==> src/rtl/pipe_ctrl_if.sv <==
// Handshake bundle between the pipeline datapath and pipe_ctrl.
// The slave modport is the controller's view; master is the pipeline's view.
interface pipe_ctrl_if #(
    parameter int N_STAGES = 5,
    parameter int ADDR_W   = 32
);
    logic [N_STAGES-1:0] hold_req_i;
    logic                jump_en_i;
    logic [ADDR_W-1:0]   jump_addr_i;
    logic [N_STAGES-1:0] stall_o;
    logic [N_STAGES-1:0] flush_o;
    logic                pc_hold_o;
    logic                jump_en_o;
    logic [ADDR_W-1:0]   jump_addr_o;
    logic                hold_timeout_o;
    logic [31:0]         stall_cnt_o;
    logic [31:0]         flush_cnt_o;

    modport slave (
        input  hold_req_i, jump_en_i, jump_addr_i,
        output stall_o, flush_o, pc_hold_o, jump_en_o, jump_addr_o,
        output hold_timeout_o, stall_cnt_o, flush_cnt_o
    );

    modport master (
        output hold_req_i, jump_en_i, jump_addr_i,
        input  stall_o, flush_o, pc_hold_o, jump_en_o, jump_addr_o,
        input  hold_timeout_o, stall_cnt_o, flush_cnt_o
    );
endinterface

==> src/rtl/pipe_ctrl.sv <==
// Pipeline hazard/redirect controller: per-stage stall/flush, registered PC redirect, stall watchdog.
// Define PIPE_CTRL_PERF_EN to build the stall/redirect performance counters.
module pipe_ctrl #(
    parameter int N_STAGES     = 5,
    parameter int ADDR_W       = 32,
    parameter int JUMP_STAGE   = 2,
    parameter int HOLD_TIMEOUT = 1024
) (
    input  logic      clk,
    input  logic      rst,
    pipe_ctrl_if.slave bus
);
    localparam int CNT_W = $clog2(HOLD_TIMEOUT + 1);
    localparam logic [N_STAGES-1:0] ONE_V     = {{(N_STAGES-1){1'b0}}, 1'b1};
    localparam logic [N_STAGES-1:0] JUMP_MASK = (ONE_V << JUMP_STAGE) - ONE_V;

    typedef enum logic [1:0] {
        ST_IDLE   = 2'd0,
        ST_STALL  = 2'd1,
        ST_SHADOW = 2'd2
    } state_t;

    state_t              state_r;
    state_t              state_nxt_s;
    logic [CNT_W-1:0]    hold_cnt_r;
    logic [CNT_W-1:0]    hold_cnt_nxt_s;
    logic                hold_timeout_r;
    logic                jump_en_r;
    logic [ADDR_W-1:0]   jump_addr_r;
    logic [N_STAGES-1:0] stall_hold_s;
    logic [N_STAGES-1:0] bubble_s;
    logic [N_STAGES-1:0] flush_pre_s;
    logic [N_STAGES-1:0] stall_s;
    logic [N_STAGES-1:0] flush_s;
    logic                seen_s;
    logic                any_hold_s;
    logic                acc_s;
    logic                pc_hold_s;
    logic                timeout_hit_s;

    // Hold decode: every stage at or below the oldest holder stalls, the next older one takes a bubble
    always_comb begin
        seen_s       = 1'b0;
        stall_hold_s = '0;
        bubble_s     = '0;
        for (int s = N_STAGES - 1; s >= 0; s--) begin
            seen_s          = seen_s | bus.hold_req_i[s];
            stall_hold_s[s] = seen_s;
        end
        for (int s = 0; s < N_STAGES - 1; s++) begin
            bubble_s[s+1] = bus.hold_req_i[s] & ~stall_hold_s[s+1];
        end
    end

    assign any_hold_s = |bus.hold_req_i;
    // A jump from a stalled stage is re-presented later; one seen in SHADOW comes from a bubble.
    assign acc_s      = bus.jump_en_i & ~stall_hold_s[JUMP_STAGE] & (state_r != ST_SHADOW);

    // Stall/flush/pc_hold outputs; flush wins over stall, reset forces a full flush
    always_comb begin
        flush_pre_s = bubble_s
                    | (acc_s ? JUMP_MASK : {N_STAGES{1'b0}})
                    | ((state_r == ST_SHADOW) ? ONE_V : {N_STAGES{1'b0}});
        stall_s     = '0;
        flush_s     = '0;
        pc_hold_s   = 1'b0;
        if (!rst) begin
            flush_s   = {N_STAGES{1'b1}};
            stall_s   = '0;
            pc_hold_s = 1'b0;
        end else begin
            flush_s   = flush_pre_s;
            stall_s   = stall_hold_s & ~flush_pre_s;
            pc_hold_s = any_hold_s & (state_r != ST_SHADOW);
        end
    end

    // Next-state logic and watchdog counter update
    always_comb begin
        state_nxt_s    = state_r;
        hold_cnt_nxt_s = '0;
        case (state_r)
            ST_IDLE:   state_nxt_s = acc_s ? ST_SHADOW : (any_hold_s ? ST_STALL : ST_IDLE);
            ST_STALL:  state_nxt_s = acc_s ? ST_SHADOW : (any_hold_s ? ST_STALL : ST_IDLE);
            ST_SHADOW: state_nxt_s = any_hold_s ? ST_STALL : ST_IDLE;
            default:   state_nxt_s = ST_IDLE;
        endcase
        if ((state_r == ST_STALL) && (state_nxt_s == ST_STALL)) begin
            if (hold_cnt_r == CNT_W'(HOLD_TIMEOUT)) begin
                hold_cnt_nxt_s = hold_cnt_r;
            end else begin
                hold_cnt_nxt_s = hold_cnt_r + CNT_W'(1);
            end
        end else begin
            hold_cnt_nxt_s = '0;
        end
    end

    assign timeout_hit_s = (state_r == ST_STALL) & any_hold_s
                         & (hold_cnt_r == CNT_W'(HOLD_TIMEOUT - 1));

    // State, redirect and watchdog registers
    always_ff @(posedge clk or negedge rst) begin
        if (!rst) begin
            state_r        <= ST_IDLE;
            hold_cnt_r     <= '0;
            hold_timeout_r <= 1'b0;
            jump_en_r      <= 1'b0;
            jump_addr_r    <= '0;
        end else begin
            state_r        <= state_nxt_s;
            hold_cnt_r     <= hold_cnt_nxt_s;
            hold_timeout_r <= hold_timeout_r | timeout_hit_s;
            jump_en_r      <= acc_s;
            jump_addr_r    <= acc_s ? bus.jump_addr_i : jump_addr_r;
        end
    end

    assign bus.stall_o        = stall_s;
    assign bus.flush_o        = flush_s;
    assign bus.pc_hold_o      = pc_hold_s;
    assign bus.jump_en_o      = jump_en_r;
    assign bus.jump_addr_o    = jump_addr_r;
    assign bus.hold_timeout_o = hold_timeout_r;

`ifdef PIPE_CTRL_PERF_EN
    logic [31:0] stall_cnt_r;
    logic [31:0] flush_cnt_r;

    // Free-running perf counters, wrapping modulo 2^32
    always_ff @(posedge clk or negedge rst) begin
        if (!rst) begin
            stall_cnt_r <= 32'd0;
            flush_cnt_r <= 32'd0;
        end else begin
            stall_cnt_r <= stall_cnt_r + (pc_hold_s ? 32'd1 : 32'd0);
            flush_cnt_r <= flush_cnt_r + (acc_s ? 32'd1 : 32'd0);
        end
    end

    assign bus.stall_cnt_o = stall_cnt_r;
    assign bus.flush_cnt_o = flush_cnt_r;
`else
    assign bus.stall_cnt_o = 32'd0;
    assign bus.flush_cnt_o = 32'd0;
`endif
endmodule

==> src/flat_wrapper.sv <==
// flat-port wrapper written by rule: the top's interface ports become plain ports
module pipe_ctrl_flat 
#(
    parameter int N_STAGES     = 5,
    parameter int ADDR_W       = 32,
    parameter int JUMP_STAGE   = 2,
    parameter int HOLD_TIMEOUT = 1024
)
  (clk, rst, bus_hold_req_i, bus_jump_en_i, bus_jump_addr_i, bus_stall_o, bus_flush_o, bus_pc_hold_o, bus_jump_en_o, bus_jump_addr_o, bus_hold_timeout_o, bus_stall_cnt_o, bus_flush_cnt_o);
  pipe_ctrl_if #(.N_STAGES(N_STAGES), .ADDR_W(ADDR_W)) bus_i ();
  input  logic clk;
  input  logic rst;
  input wire logic [$bits(bus_i.hold_req_i)-1:0] bus_hold_req_i;
  input wire logic [$bits(bus_i.jump_en_i)-1:0] bus_jump_en_i;
  input wire logic [$bits(bus_i.jump_addr_i)-1:0] bus_jump_addr_i;
  output wire logic [$bits(bus_i.stall_o)-1:0] bus_stall_o;
  output wire logic [$bits(bus_i.flush_o)-1:0] bus_flush_o;
  output wire logic [$bits(bus_i.pc_hold_o)-1:0] bus_pc_hold_o;
  output wire logic [$bits(bus_i.jump_en_o)-1:0] bus_jump_en_o;
  output wire logic [$bits(bus_i.jump_addr_o)-1:0] bus_jump_addr_o;
  output wire logic [$bits(bus_i.hold_timeout_o)-1:0] bus_hold_timeout_o;
  output wire logic [$bits(bus_i.stall_cnt_o)-1:0] bus_stall_cnt_o;
  output wire logic [$bits(bus_i.flush_cnt_o)-1:0] bus_flush_cnt_o;
  assign bus_i.hold_req_i = bus_hold_req_i;
  assign bus_i.jump_en_i = bus_jump_en_i;
  assign bus_i.jump_addr_i = bus_jump_addr_i;
  assign bus_stall_o = bus_i.stall_o;
  assign bus_flush_o = bus_i.flush_o;
  assign bus_pc_hold_o = bus_i.pc_hold_o;
  assign bus_jump_en_o = bus_i.jump_en_o;
  assign bus_jump_addr_o = bus_i.jump_addr_o;
  assign bus_hold_timeout_o = bus_i.hold_timeout_o;
  assign bus_stall_cnt_o = bus_i.stall_cnt_o;
  assign bus_flush_cnt_o = bus_i.flush_cnt_o;
  pipe_ctrl #(.N_STAGES(N_STAGES), .ADDR_W(ADDR_W), .JUMP_STAGE(JUMP_STAGE), .HOLD_TIMEOUT(HOLD_TIMEOUT)) u_core (.clk(clk), .rst(rst), .bus(bus_i));
endmodule
==> config.mk <==
export PLATFORM = sky130hd
export DESIGN_NAME = pipe_ctrl_flat
export DESIGN_NICKNAME = d
export VERILOG_FILES = /design/src/rtl/pipe_ctrl_if.sv /design/src/rtl/pipe_ctrl.sv /design/src/flat_wrapper.sv
export SDC_FILE = /design/constraint.sdc
export NUM_CORES = 1
export LEC_CHECK = 0
export BUFFER_PORTS_ARGS = -buffer_cell sky130_fd_sc_hd__buf_2
export CAP_MARGIN = 0
export CORE_MARGIN = 2
export CORE_UTILIZATION = 41
export CTS_BUF_LIST = sky130_fd_sc_hd__clkbuf_4
export CTS_CLUSTER_SIZE = 40
export DETAILED_ROUTE_END_ITERATION = 10
export GPL_ROUTABILITY_DRIVEN = 0
export PLACE_DENSITY = 0.76
export SKIP_LAST_GASP = 1
export SLEW_MARGIN = 20
export SYNTH_ARGS = -nofsm -noshare
export SYNTH_HDL_FRONTEND = slang
export SYNTH_SLANG_ARGS = --single-unit
export TNS_END_PERCENT = 30
==> constraint.sdc <==
create_clock -name clk -period 1.83 [get_ports clk]
set_input_delay 0.366 -clock clk [delete_from_list [all_inputs] [get_ports clk]]
set_output_delay 0.366 -clock clk [all_outputs]
set_load 0.005 [all_outputs]
==> flow_metrics.py, run 1 <==
metrics = {
    "final_layout": {
        "design_area_mm2": 0.00293,
        "fillers": 573,
        "final_cell_mix": "buf_2, conb_1, dfrtp_1",
        "drive_above_1_share_pct": 42.8,
        "layout.nets": 369,
        "multi_input_area_mm2": 0.00109,
        "diodes": 0,
        "finalNonFillerCells": 402,
        "seqCellArea_mm2": 0.00118,
        "final_common_cell": "buf_2",
        "synthToLayoutAreaGrowth_pct": 14.4,
    },
    "sta": {
        "finalSetupTns_ns": 0,
        "finalWorstSetupSlack_ns": 0.122,
        "hold_ws_ns": 0.122,
        "fin_crit_sh_pct": 93.3,
        "rsz0062_at_grt": "no",
        "finalClockSkew_ns": 0.0169,
        "drv_slew": 0,
        "max_clock_freq_mhz": 585,
        "setup_viol": 0,
        "finalHoldViolations": 0,
        "final.min_clock_period_ns": 1.71,
    },
    "clocking": {
        "postCtsResizedCells": 0,
        "cts_tree": "built",
        "clkLatencyLatePin_ns": 0.35,
        "htree_num_levels": 2,
        "cts_root_buf": "clkbuf_4",
        "cts_sinks": 47,
        "ctsHoldBuffers": 1,
        "cts_buffer_depth": 2,
        "numCtsBuffers": 5,
        "cts.clk_slew.worst_paths_ns": 0.12,
        "cts_setup_buffers": 0,
    },
    "yosys": {
        "synth_area_per_cell_um2": 11.0,
        "yosys_register_bits": 47,
        "netlist_area_mm2": 0.00256,
        "synth.distinct_cells": 40,
        "dominantRegCellSynth": "dfrtp_1",
        "synth_edf_count": 0,
        "async_flop_share_pct": 100,
        "yosysSeqAreaShare_pct": 45.9,
        "yosys_warnings": 0,
        "syn_inst": 232,
    },
    "floorplan": {
        "die_y_um": 83.1,
        "ios": 149,
        "fp.dieW_um": 83.1,
        "fp-row-count": 28,
        "start_util_pct": 42.8,
        "core_mm2": 0.00599,
        "dieArea_mm2": 0.00690,
    },
    "power": {
        "leakagePower_nw": 1.54,
        "peakVddDrop_mv": 0.636,
        "powerDensity_mw_per_mm2": 841,
    },
    "critical_path": {
        "r2r_start": "u_core.hold_cnt_r[2]$_DFFE_PN0P_",
        "worst_ep_required_time_ns": 1.46,
        "crit_path_start_kind": "primary input",
        "critPathMaxFanout": 5,
        "path_class": "primary input to output pin",
        "critPathCaptureType": "output pin",
        "rr_endpoint": "u_core.hold_cnt_r[9]$_DFFE_PN0P_",
        "arrival_ns": 1.34,
        "reg2reg_slack_ns": 0.24,
        "ff2ff_path_depth": 3,
    },
    "worst_hold_path": {
        "hp-class": "primary input to asynchronous set/reset pin",
    },
    "route": {
        "routed_wirelength_um": 4660,
        "wl_per_cell_um": 11.6,
        "drc_errors": 0,
        "drtIter0Drc": 88,
        "viasPerCell": 4.52,
        "num_vias": 1817,
        "first_pass_iters": 4,
        "antenna_left": 0,
    },
    "placement": {
        "placed_area_mm2": 0.00287,
        "place_ws_ns": 0.105,
        "dp_hpwl_um": 3620,
        "dp.cells": 394,
        "port_buffers": 84,
    },
    "global_routing": {
        "grt_usage_pct": 13.7,
        "grt_pass1_vias": 1795,
        "grt_max_degree": 34,
        "grt_overflow": 0,
        "grt_pass1_wl_um": 7880,
        "antenna_found_initial": 0,
    },
    "flow_run": {
        "drv_cap": 0,
    },
    "status": {
        "status": "completed",
    },
}
==> flip-flops by register name, summed over array words and instances, names as in the netlist <==
register / cells
u_core.bus.hold_timeout_o: 1
u_core.bus.jump_addr_o: 32
u_core.bus.jump_en_o: 1
u_core.hold_cnt_r: 11
u_core.state_r: 2
==> synthesized netlist by cell type (all sizes together), types with 2 or more instances <==
cell type | number | area [um2]
buf | 68 | 507
dfrtp | 47 | 1180
mux2 | 32 | 360
nand3 | 9 | 50.1
nand2 | 8 | 30.0
a21oi | 7 | 35.0
inv | 7 | 26.3
nor2 | 7 | 26.3
o21ai | 6 | 33.8
or3 | 6 | 37.5
nand4 | 3 | 18.8
nor3 | 3 | 26.3
and2 | 2 | 15.0
ha | 2 | 25.0
nor2b | 2 | 12.5
nor3b | 2 | 15.0
o211ai | 2 | 15.0
xor2 | 2 | 17.5
==> layer usage <==
| layer | global-route usage [%] | vias up | wire [um] |
|---|---|---|---|
| met3 | 5.27 | 8 | 445 |
| met1 | 14.7 | 861 | 1800 |
| met4 | 4.77 | 0 | 65 |
| li1 | - | 850 | - |
| met5 | 0 | - | 0 |
| met2 | 24.5 | 98 | 2350 |
==> cells by family (layout without fill, tap and decap cells) <==
kind of cell	after synthesis	after routing	share of synthesized area (%)
AO/OA/AOI/OAI	24	24	6.30
adder cells (fa/ha/maj)	2	2	0.976
AND/OR/NAND/NOR	47	47	10.6
buffers and inverters	76	108	20.9
other	1	64	0.146
XOR/XNOR	2	2	0.684
flip-flops	47	47	45.9
multiplexers	33	33	14.5
==> cell type report <==
type | instances | area share, %
inverter | 7 | 0.896
sequential | 47 | 40.1
clock buffer | 5 | 1.28
tap | 75 | 3.20
clock inverter | 2 | 0.469
multi-input combinational | 172 | 37.0
timing repair buffer | 94 | 17.0
==> stage by stage <==
| step | utilization (%) | power [mW] |
|---|---|---|
| floorplan | - | 1.80 |
| global placement | 47.9 | 2.00 |
| detailed placement | 47.9 | 2.02 |
| CTS | 48.9 | 2.50 |
| global route | 48.9 | 2.64 |
| finish | 48.9 | 2.47 |
==> how the worst max path moves through the flow <==
stage / start / endpoint / cells past startpoint
2_1_floorplan: bus_hold_req_i[4] / bus_pc_hold_o / 4
3_3_place_gp: bus_hold_req_i[4] / bus_pc_hold_o / 5
3_5_place_dp: bus_hold_req_i[4] / u_core.bus.jump_addr_o[17]$_DFFE_PN0P_ / 6
4_1_cts: bus_hold_req_i[4] / bus_pc_hold_o / 5
5_1_grt: bus_hold_req_i[4] / bus_pc_hold_o / 5
6_report: bus_hold_req_i[4] / bus_pc_hold_o / 5
==> worst max-delay path, cell delays in order <==
cell and delay, ns:
buf_2 0.10, or3_1 0.43, nor3_1 0.23, nor2_1 0.08
buf_2 0.13
==> power by group <==
| group | leakage [nW] | internal, mW | switching (mW) |
|---|---|---|---|
| clock network | 0.0310 | 0.143 | 0.321 |
| logic | 0.921 | 0.344 | 0.294 |
| registers | 0.584 | 1.23 | 0.133 |
| total | 1.54 | 1.72 | 0.748 |
Power figures use the tool's default switching activity.
==> run 2, diff against run 1 <==
--- a/config.mk
+++ b/config.mk
@@ -9,7 +9,6 @@
 export CAP_MARGIN = 0
 export CORE_MARGIN = 2
 export CORE_UTILIZATION = 41
-export CTS_BUF_LIST = sky130_fd_sc_hd__clkbuf_4
 export CTS_CLUSTER_SIZE = 40
 export DETAILED_ROUTE_END_ITERATION = 10
 export GPL_ROUTABILITY_DRIVEN = 0
==> run 2 against run 1 <==
Effect of this change: sequential share of layout area is 0.42 points lower; die area stayed put; final cell count stayed put; clock skew is 0.0053 ns lower; worst setup slack stayed put; critical path depth stayed put; critical endpoint unchanged.
==> flow_metrics.py, run 2 (same netlist as run 1, synthesis figures left out) <==
metrics = {
    "placement": {
        "dp_hpwl_um": 3620,
        "port_buffers": 84,
        "place_ws_ns": 0.105,
    },
    "route": {
        "antenna_left": 0,
        "first_pass_iters": 4,
        "drtIter0Drc": 81,
        "viasPerCell": 4.54,
        "wl_per_cell_um": 11.7,
        "routed_wirelength_um": 4700,
        "num_vias": 1826,
        "drc_errors": 0,
    },
    "global_routing": {
        "antenna_found_initial": 0,
        "grt_pass1_vias": 1808,
        "grt_overflow": 0,
        "grt_max_degree": 34,
        "grt_pass1_wl_um": 7930,
        "grt_usage_pct": 13.8,
    },
    "floorplan": {
        "fp.dieW_um": 83.1,
        "ios": 149,
        "dieArea_mm2": 0.00690,
        "fp-row-count": 28,
        "start_util_pct": 42.8,
        "core_mm2": 0.00599,
        "die_y_um": 83.1,
    },
    "final_layout": {
        "drive_above_1_share_pct": 42.8,
        "final_cell_mix": "buf_2, conb_1, dfrtp_1",
        "final_common_cell": "buf_2",
        "fillers": 575,
        "layout.nets": 369,
        "largest_reg_flops": 32,
        "diodes": 0,
        "synthToLayoutAreaGrowth_pct": 15.6,
    },
    "power": {
        "peakVddDrop_mv": 0.546,
        "powerDensity_mw_per_mm2": 880,
        "power_mw": 2.61,
        "leakagePower_nw": 1.55,
    },
    "critical_path": {
        "crit_top_cell": "buf_2",
        "critPathMaxFanout": 5,
        "cp_cell_sequence": "buf_2, or3_1, nor3_1, nor2_1, buf_2",
        "cp_slowest_cell": "or3_1",
        "critPathCaptureType": "output pin",
        "critPathMaxStageDelay_ns": 0.43,
        "arrival_ns": 1.34,
        "r2r_start": "u_core.hold_cnt_r[2]$_DFFE_PN0P_",
        "path_buf_inv": 2,
        "crit_path_start_kind": "primary input",
        "worst_ep_required_time_ns": 1.46,
        "startpoint": "bus_hold_req_i[4]",
        "path_class": "primary input to output pin",
        "path_delay_family": "simple AND/OR/NAND/NOR gates",
    },
    "sta": {
        "setup_viol": 0,
        "finalClockSkew_ns": 0.0117,
        "drv_slew": 0,
        "final.min_clock_period_ns": 1.71,
        "fin_crit_sh_pct": 93.3,
        "rsz0062_at_grt": "no",
        "max_clock_freq_mhz": 585,
        "finalHoldViolations": 0,
        "finalWorstSetupSlack_ns": 0.122,
        "finalSetupTns_ns": 0,
    },
    "clocking": {
        "numCtsBuffers": 5,
        "cts_setup_buffers": 0,
        "cts_sinks": 47,
        "cts_tree": "built",
        "clkLatencyLatePin_ns": 0.30,
        "cts_root_buf": "clkbuf_8",
        "htree_num_levels": 2,
        "postCtsResizedCells": 0,
        "cts.clk_slew.worst_paths_ns": 0.08,
        "cts_buffer_depth": 2,
        "ctsHoldBuffers": 1,
    },
    "status": {
        "status": "completed",
    },
    "flow_run": {
        "drv_cap": 0,
    },
    "worst_hold_path": {
        "hp-class": "primary input to asynchronous set/reset pin",
    },
}
==> run 2: power by group <==
part | internal, mW | switching [mW] | total (mW) | leakage [nW]
Sequential | 1.23 | 0.132 | 1.36 | 0.584
Combinational | 0.344 | 0.296 | 0.640 | 0.921
Clock | 0.262 | 0.341 | 0.603 | 0.0440
==> run 2: metal layers <==
| metal | part of all wire, % | vias to the layer above | track usage [%] |
|---|---|---|---|
| met1 | 39 | 868 | 14.9 |
| met3 | 9.6 | 9 | 4.97 |
| met5 | 0 | - | 0 |
| li1 | - | 852 | - |
| met4 | 1.4 | 0 | 5.22 |
| met2 | 50 | 97 | 24.6 |
==> run 2: final timing paths <==
path	endpoint	slack [ns]	cells after the start
min	u_core.hold_cnt_r[6]$_DFFE_PN0P_	0.18	2
max in group asynchronous	u_core.bus.jump_en_o$_DFF_PN0_	1.10	2
min reg2reg	u_core.state_r[0]$_DFF_PN0_	0.47	1
min in group clk	u_core.bus.jump_addr_o[24]$_DFFE_PN0P_	0.29	2
max	bus_pc_hold_o	0.12	5
max reg2reg	u_core.hold_cnt_r[9]$_DFFE_PN0P_	0.23	3
==> run 2: cell type report <==
class                           count  area, um2  share of cell area [%]
Clock buffer                        5       68.8                    2.32
Clock inverter                      2       13.8                   0.465
Inverter                            7       26.3                   0.887
Multi-Input combinational cell    172       1090                    36.7
Sequential cell                    47       1180                    39.7
Tap cell                           75       93.8                    3.17
Timing Repair Buffer               94        498                    16.8
==> run 2: stage by stage <==
stage | cell area [um2] | util (%) | hold slack, ns | std cells
2_1_floorplan | 2800 | - | 0.0704 | 295
3_3_place_gp | 2870 | 47.9 | 0.247 | 394
3_5_place_dp | 2870 | 47.9 | 0.246 | 394
4_1_cts | 2960 | 49.5 | 0.180 | 402
5_1_grt | 2960 | 49.5 | 0.185 | 402
6_report | 2960 | 49.5 | 0.182 | 402
==> run 3, diff against run 2 <==
--- a/config.mk
+++ b/config.mk
@@ -6,13 +6,13 @@
 export NUM_CORES = 1
 export LEC_CHECK = 0
 export BUFFER_PORTS_ARGS = -buffer_cell sky130_fd_sc_hd__buf_2
-export CAP_MARGIN = 0
+export CAP_MARGIN = 20
 export CORE_MARGIN = 2
 export CORE_UTILIZATION = 41
 export CTS_CLUSTER_SIZE = 40
 export DETAILED_ROUTE_END_ITERATION = 10
 export GPL_ROUTABILITY_DRIVEN = 0
-export PLACE_DENSITY = 0.76
+export PLACE_DENSITY_LB_ADDON = 0.12
 export SKIP_LAST_GASP = 1
 export SLEW_MARGIN = 20
 export SYNTH_ARGS = -nofsm -noshare
==> run 3 against run 2 <==
Effect of this change: routed wire length down 3.2%; sequential cell count unchanged; final cell count grew 1.0%; largest cell class unchanged.
==> flow_metrics.py, run 3 (same netlist as run 1, synthesis figures left out) <==
metrics = {
    "sta": {
        "finalWorstSetupSlack_ns": 0.106,
        "finalClockSkew_ns": 0.00460,
        "finalHoldViolations": 0,
        "hold_ws_ns": 0.0974,
        "final.min_clock_period_ns": 1.72,
        "max_clock_freq_mhz": 580,
        "finalSetupTns_ns": 0,
        "fin_crit_sh_pct": 94.2,
        "setup_viol": 0,
        "rsz0062_at_grt": "no",
        "drv_slew": 0,
    },
    "clocking": {
        "cts_sinks": 47,
        "cts.clk_slew.worst_paths_ns": 0.09,
        "clkLatencyLatePin_ns": 0.29,
        "cts_buffer_depth": 2,
        "cts_tree": "built",
        "htree_num_levels": 2,
        "cts_root_buf": "clkbuf_8",
        "postCtsResizedCells": 0,
        "numCtsBuffers": 5,
    },
    "critical_path": {
        "crit_path_start_kind": "primary input",
        "worst_ep_required_time_ns": 1.46,
        "startpoint": "bus_hold_req_i[4]",
        "critPathCaptureType": "output pin",
        "critPathMaxFanout": 6,
        "path_class": "primary input to output pin",
        "arrival_ns": 1.36,
        "r2r_start": "u_core.hold_cnt_r[3]$_DFFE_PN0P_",
    },
    "status": {
        "status": "completed",
    },
    "final_layout": {
        "drive_above_1_share_pct": 43.5,
        "design_area_mm2": 0.00299,
        "synthToLayoutAreaGrowth_pct": 16.7,
        "layout.nets": 372,
        "finalNonFillerCells": 406,
        "final_cell_mix": "buf_2, conb_1, dfrtp_1",
        "largest_reg_flops": 32,
        "finish.utilization_pct": 49.9,
        "fillers": 565,
        "final_common_cell": "buf_2",
        "diodes": 0,
    },
    "placement": {
        "dp_hpwl_um": 3610,
        "port_buffers": 84,
        "place_ws_ns": 0.0930,
        "placed_area_mm2": 0.00289,
        "dp.cells": 397,
    },
    "floorplan": {
        "fp.dieW_um": 83.1,
        "ios": 149,
        "core_mm2": 0.00599,
        "fp-row-count": 28,
        "dieArea_mm2": 0.00690,
        "die_y_um": 83.1,
        "start_util_pct": 42.8,
    },
    "route": {
        "viasPerCell": 4.37,
        "wl_per_cell_um": 11.2,
        "top_layer_used": "met4",
        "num_vias": 1774,
        "drc_errors": 0,
        "wl_met1_um": 1950,
        "antenna_left": 0,
        "wl_met2_um": 2160,
        "routed_wirelength_um": 4550,
        "drtIter0Drc": 58,
        "first_pass_iters": 4,
        "routed-wl-met3_um": 421,
    },
    "global_routing": {
        "grt_pass1_vias": 1742,
        "grt_max_degree": 26,
        "grt_overflow": 0,
        "antenna_found_initial": 0,
        "grt_pass1_wl_um": 7760,
        "grt_usage_pct": 13.4,
    },
    "worst_hold_path": {
        "hp-class": "primary input to asynchronous set/reset pin",
    },
    "power": {
        "leakagePower_nw": 1.57,
        "power_mw": 2.62,
        "peakVddDrop_mv": 0.585,
        "powerDensity_mw_per_mm2": 878,
    },
    "flow_run": {
        "drv_cap": 0,
    },
}
==> run 3: changes by cell type in the layout (fill, tap and decap cells not counted), sizes merged <==
cell  delta
inv      +1
buf      +3
==> run 3: routing by layer <==
metal | GRT usage, % | vias to the layer above
met4 | 2.38 | 0
met1 | 17.1 | 832
met5 | 0 | -
li1 | - | 859
met3 | 5.17 | 5
met2 | 21.9 | 78
==> run 3: power breakdown <==
part	internal [mW]	total, mW	switching [mW]
clock network	0.269	0.620	0.351
logic	0.357	0.656	0.300
registers	1.23	1.35	0.117
==> run 3: worst max-delay path: stages <==
cell and delay, ns:
buf_2 0.10, or3_1 0.45, nor3_1 0.22, nor2_1 0.08, buf_2 0.13
==> run 3: worst paths after layout <==
kind | endpoint | slack (ns) | cells after the start
worst max-delay path | bus_pc_hold_o | 0.11 | 5
worst min-delay path | u_core.bus.hold_timeout_o$_DFF_PN0_ | 0.1 | 2
worst max register to register | u_core.hold_cnt_r[9]$_DFFE_PN0P_ | 0.30 | 3
worst min register to register | u_core.bus.hold_timeout_o$_DFF_PN0_ | 0.47 | 1
max in group asynchronous | u_core.bus.jump_addr_o[21]$_DFFE_PN0P_ | 1.14 | 2
min in group clk | u_core.bus.jump_addr_o[31]$_DFFE_PN0P_ | 0.29 | 2
==> run 3: timing repair <==
item	CTS	global route
endpoints found under the hold margin	3	0
setup buffers	0	0
hold buffers	1	0
setup endpoints to repair	0	0
==> run 3: cell type report <==
cell class	count	area, um2	share of cell area [%]
sequential	47	1180	39.3
multi-input combinational	172	1090	36.3
timing repair buffer	97	520	17.4
tap	75	93.8	3.14
clock buffer	5	68.8	2.30
inverter	7	26.3	0.879
clock inverter	3	18.8	0.628
